## src/rtl/noc_sync_fifo.sv

```systemverilog
// noc_sync_fifo: single-clock FIFO without bypass, sync active-high reset
module noc_sync_fifo #(
  parameter int WIDTH = 8,
  parameter int DEPTH = 4
) (
  input  logic                     clk,
  input  logic                     rst,
  input  logic                     push,
  input  logic                     pop,
  input  logic [WIDTH-1:0]         din,
  output logic [WIDTH-1:0]         dout,
  output logic                     full,
  output logic                     empty,
  output logic [$clog2(DEPTH):0]   count
);
  localparam int AW = $clog2(DEPTH);
  localparam int CW = AW + 1;
  logic [WIDTH-1:0] r_mem [DEPTH];
  logic [AW-1:0] r_wp, r_rp;
  assign dout = r_mem[r_rp];
  assign full = count == CW'(DEPTH);
  assign empty = count == '0;
  // storage array, written on push only
  always_ff @(posedge clk)
    if (push) r_mem[r_wp] <= din;
  // pointers wrap naturally at the power-of-two depth
  always_ff @(posedge clk)
    if (rst) begin
      r_wp <= '0;
      r_rp <= '0;
      count <= '0;
    end else begin
      r_wp <= r_wp + AW'(push);
      r_rp <= r_rp + AW'(pop);
      count <= count + CW'(push) - CW'(pop);
    end
endmodule

```

## config.mk

```make
export PLATFORM = sky130hd
export DESIGN_NAME = noc_sync_fifo
export DESIGN_NICKNAME = d
export VERILOG_FILES = /design/src/rtl/noc_sync_fifo.sv
export SDC_FILE = /design/constraint.sdc
export NUM_CORES = 1
export LEC_CHECK = 0
export CAP_MARGIN = 20
export CELL_PAD_IN_SITES_DETAIL_PLACEMENT = 0
export CELL_PAD_IN_SITES_GLOBAL_PLACEMENT = 1
export CORE_MARGIN = 2
export CORE_UTILIZATION = 45
export CTS_BUF_LIST = sky130_fd_sc_hd__clkbuf_16
export DETAILED_ROUTE_END_ITERATION = 8
export DONT_BUFFER_PORTS = 1
export GPL_TIMING_DRIVEN = 0
export MAX_ROUTING_LAYER = met4
export PLACE_DENSITY = 0.78
export SYNTH_ARGS = -nofsm -noshare
export SYNTH_HDL_FRONTEND = slang
export SYNTH_SLANG_ARGS = --single-unit
```

## constraint.sdc

```tcl
create_clock -name clk -period 1.5 [get_ports clk]
set_input_delay 0.225 -clock clk [delete_from_list [all_inputs] [get_ports clk]]
set_output_delay 0.225 -clock clk [all_outputs]
set_load 0.02 [all_outputs]
```

# == Word-level counts from Yosys, hierarchy flattened ==
# Memory sizes are Yosys's and may differ from the RTL's. A register that Yosys moved wholly into a read port is not among the register bits.
# Cells that the tools add are included.
# classes
eq_ne,1
magnitude_cmp,0
n_mul,0
shift,0
bitwise,0
addsub,4
div_mod_pow,0
muxes,3
n_reduce_logical,1
# ops
operator,n
$add A2 B1 Y2,2
$add A3 B1 Y3,1
$eq A3 B3 Y1 const B,1
$logic_not A3 Y1,1
$sub A3 B1 Y3,1
$mux W1,2
$mux W2,1
# totals
in_bits,12
regBits,7
out_inout_bits,13
n_memories,1
romBits,0
ramBits,32
latchBits,0
# memory_table
memory,depth,word_bits,read_ports,rd_clocked_by_memory_dff,wr,line_no,text
r_mem,4,8,1,1,1,18,logic [WIDTH-1:0] r_mem [DEPTH];

# == Longest topological paths before layout ==
# depth
depth_word,2
ltp_mapped,7

# == Worst setup path before layout ==
# Ideal clock, no wire load.
# synth_path
path_type,reg-to-reg
from,register count[0]
to,register count[2]
setup_slack_ns,-0.180
path_buffers,0
path_stages_with_launch,8
setup_ns,0.110
required_ns,1.390
period_less_slack_ns,1.680
t_arrival_ns,1.569
cell_sequence,dfxtp_1 inv_1 ha_1 inv_1 ha_1 fa_1 xor3_1 nor2_1
# synth_via
elab_chain_len,2
# synth_rtl
element,line_no,text
start: declaration,14,output logic [$clog2(DEPTH):0] count
start signal: assignment,35,count <= count + CW'(push) - CW'(pop);
$add A3 B1 Y3,35,
$sub A3 B1 Y3,35,
# No other way between the ends.
# A chain may end at the register's enable or synchronous reset.

==> key figures <==
Global route
  • Pin count of the biggest net entering global routing: 13
  • Initial antenna violation count: 0
  • All-layer global routing usage: 14.75%
  • Gr ovfl total: 0
  • First-pass GRT wire length: 3.450 mm
  • Vias in the first global route: 710

STA
  • Min Clock Period, post-route: 1589 ps
  • Final setup violation count: 10
  • Final worst slack: -88.99 ps
  • Fin crit share: 105.9%
  • Slew Limit Fails: 0
  • RSZ-0062 raised after global routing: true
  • Final Hold Viols: 0
  • FMAX: 0.6293 GHz
  • Actual slew at the worst max-slew pin: 524.0 ps
  • Max_slew headroom: 65.03%
  • Clock Skews: 3.538 ps

Route
  • First-pass iteration count of the detailed router: 4
  • Final ANT Viol Nets: 0
  • DRC violations left: 0
  • Routed len/inst: 18.22 um
  • Initial DRC count: 33
  • Vias/cell: 5.147
  • Routed wire length: 2.351 mm
  • Routed vias: 664

Setup path
  • Worst EP required: 1270 ps
  • WP depth: 2
  • CP Max Fanout: 8
  • Slowest-stage cell, CP: mux4_2
  • CP Class: flip-flop to primary output
  • Worst path bufs/invs: 1
  • CP top delay family: multiplexers
  • Worst reg2reg path depth: 6
  • Worst Path Arrival: 1360 ps
  • CP Launch Type: flip-flop
  • Critical path capture point type: primary output
  • Crit-path cells: buf_12 > mux4_2
  • CP max stage delay: 590 ps

Finish
  • Net count reported at finish: 101
  • Post-layout util: 57.82%
  • Fill count: 259
  • Area delta synth->final: 19.50%
  • Sequential Area: 0.001109 mm2
  • Multi-input gate area: 409.1 um2
  • Number of diodes: 0
  • Share of layout cells above drive strength 1: 32.94%
  • Fin area: 0.001794 mm2

Clocking
  • CTS tree: yes
  • CTS root buffer: clkbuf_16
  • Skew-Pair Late Insertion Delay: 280 ps
  • Worst-path clk slew: 50 ps
  • Clock Path Buffers: 2
  • CTS sink cnt: 39
  • Inserted Clock Buffers: 5
  • Htree depth: 2
  • Postcts setup bufs: 0

Power
  • Peak ir drop on the vdd network: 933.8 uV
  • Clock share of power: 40.5%
  • Leakage power: 0.6117 nW
  • P_sw: 631.3 uW
  • Comb power frac: 12.4%
  • Net Sw Frac: 22.36%
  • Flop pwr share: 47.1%
  • PwrDens: 1574 mW/mm2
  • Total internal power: 2.193 mW
  • Final Power: 2.824 mW

Floorplan
  • Die height: 61.76 um
  • Die Area: 0.003814 mm2
  • IO Count: 25
  • Starting Density: 48.39%
  • Core area: 0.003103 mm2
  • Die X: 61.76 um
  • Num rows: 20

Flow run
  • Max_cap viols: 0

Min path
  • Hold crit path type: primary input to flip-flop
  • Hold path depth: 1

Place
  • Routability cong.: 0.6272
  • Area post-placement: 0.001595 mm2
  • Post-DP HPWL: 1.430 mm
  • Pre-CTS setup slack: -84.96 ps
  • Port bufs: 0

Logic synthesis
  • Gate Count Post-Synth: 75
  • Syn Nets: 92
  • Mapped Area: 0.001501 mm2
  • Yosys warns: 0
  • Seq/Total Area, Yosys: 73.33%
  • Avg Inst Size Synth: 20.02 um2
  • Distinct cell type count after synthesis: 17
  • #FFs+latches synth: 39

Outcome
  • Violated checks: negative setup slack
  • Status: finished, violations left
kinds of logic (layout without fill, tap and decap cells):
| family | Yosys count | count (layout) | synth area share (%) |
|---|---|---|---|
| adder cells (fa/ha/maj) | 5 | 5 | 4.667 |
| flip-flops | 39 | 39 | 73.33 |
| multiplexers | 8 | 8 | 12.00 |
| AND/OR/NAND/NOR | 14 | 14 | 5.166 |
| buffers and inverters | 6 | 16 | 2.083 |
| XOR/XNOR | 3 | 3 | 2.750 |
metal layers:
metal  share of wire (%)  routed length, um  up-vias  global-route usage, %
li1                    -                  -      304                      -
met4                 1.5                 36        0                  6.383
met3                 6.3                147        4                  7.867
met2                  54               1267       15                  24.06
met5                   0                  0        -                      -
met1                  38                900      341                  14.60
metrics by stage:
step	setup TNS, ps	std cells	hold WS, ps
after floorplan	-6.699	75	286.9
after global placement	-2956	119	287.7
after detailed placement	-454.5	120	292.6
after CTS	-879.4	128	0.1299
after global routing	-1244	129	2.817
final	-790.4	129	5.136
cells in the final DEF, fill, tap and decap left out:
| cell type | instances |
|---|---|
| mux4_2 | 8 |
| buf_12 | 1 |
| nor2b_1 | 4 |
| dfxtp_4 | 2 |
| nor3_2 | 1 |
| clkinv_1 | 1 |
| inv_2 | 2 |
| and3b_1 | 1 |
| fa_2 | 1 |
| ha_4 | 2 |
| xor3_1 | 1 |
| clkinv_2 | 1 |
| dlygate4sd3_1 | 1 |
| edfxtp_1 | 32 |
| inv_1 | 2 |
| ha_1 | 2 |
| buf_4 | 1 |
| nand2_1 | 1 |
| dfxtp_1 | 5 |
| xnor2_1 | 2 |
| nor3b_2 | 1 |
| buf_2 | 1 |
| and3_1 | 2 |
| clkbuf_16 | 5 |
| bufinv_16 | 1 |
| nor2_1 | 3 |
| nor2_2 | 1 |
power groups by stage:
stage / sequential, mW / clock, mW / combinational, mW
after floorplan: 1.33 / 0 / 0.296
after global placement: 1.34 / 0 / 0.326
after detailed placement: 1.34 / 0 / 0.343
after CTS: 1.33 / 1.16 / 0.353
after global routing: 1.34 / 1.21 / 0.388
final: 1.33 / 1.14 / 0.351
what timing repair did:
| item | 4_1_cts | 5_1_grt |
|---|---|---|
| hold buffers | 0 | 1 |
| gates cloned | 0 | 0 |
| endpoints found under the hold margin | 0 | 1 |
| setup endpoints to repair | 14 | 19 |
| gates resized for setup | 4 | 3 |
area by class of cell:
cell class | count | area share (%)
Tap cell | 44 | 3.068
Buffer | 2 | 1.395
Timing Repair Buffer | 2 | 0.9763
Clock inverter | 3 | 2.162
Sequential cell | 39 | 61.79
Inverter | 4 | 0.8368
Multi-Input combinational cell | 30 | 22.80
Clock buffer | 5 | 6.974
registers in the layout (all words and copies together) (netlist names):
| register | cells |
|---|---|
| r_wp | 2 |
| r_mem | 32 |
| count | 3 |
| r_rp | 2 |
worst paths after layout:
kind	startpoint	to	slack, ps
max	r_rp[0]$_SDFF_PP0_	dout[1]	-90
min	rst	r_rp[0]$_SDFF_PP0_	5
max reg2reg	count[0]$_SDFF_PP0_	count[1]$_SDFF_PP0_	-60
min reg2reg	r_wp[1]$_SDFF_PP0_	r_wp[1]$_SDFF_PP0_	580
synthesized netlist by cell type:
cell type / n / area [um2]
nor3_1: 1 / 5.000
nor2b_1: 4 / 25.02
and3_1: 2 / 12.51
nand2_1: 1 / 3.750
buf_2: 1 / 5.000
inv_1: 4 / 15.01
xor3_1: 1 / 23.77
buf_6: 1 / 11.26
dfxtp_1: 7 / 140.1
edfxtp_1: 32 / 960.9
fa_1: 1 / 20.02
xnor2_1: 2 / 17.52
ha_1: 4 / 50.05
mux4_2: 8 / 180.2
nor2_1: 4 / 15.01
and3b_1: 1 / 8.760
nor3b_1: 1 / 7.510
Note: power is estimated with default switching activity, not from simulation.
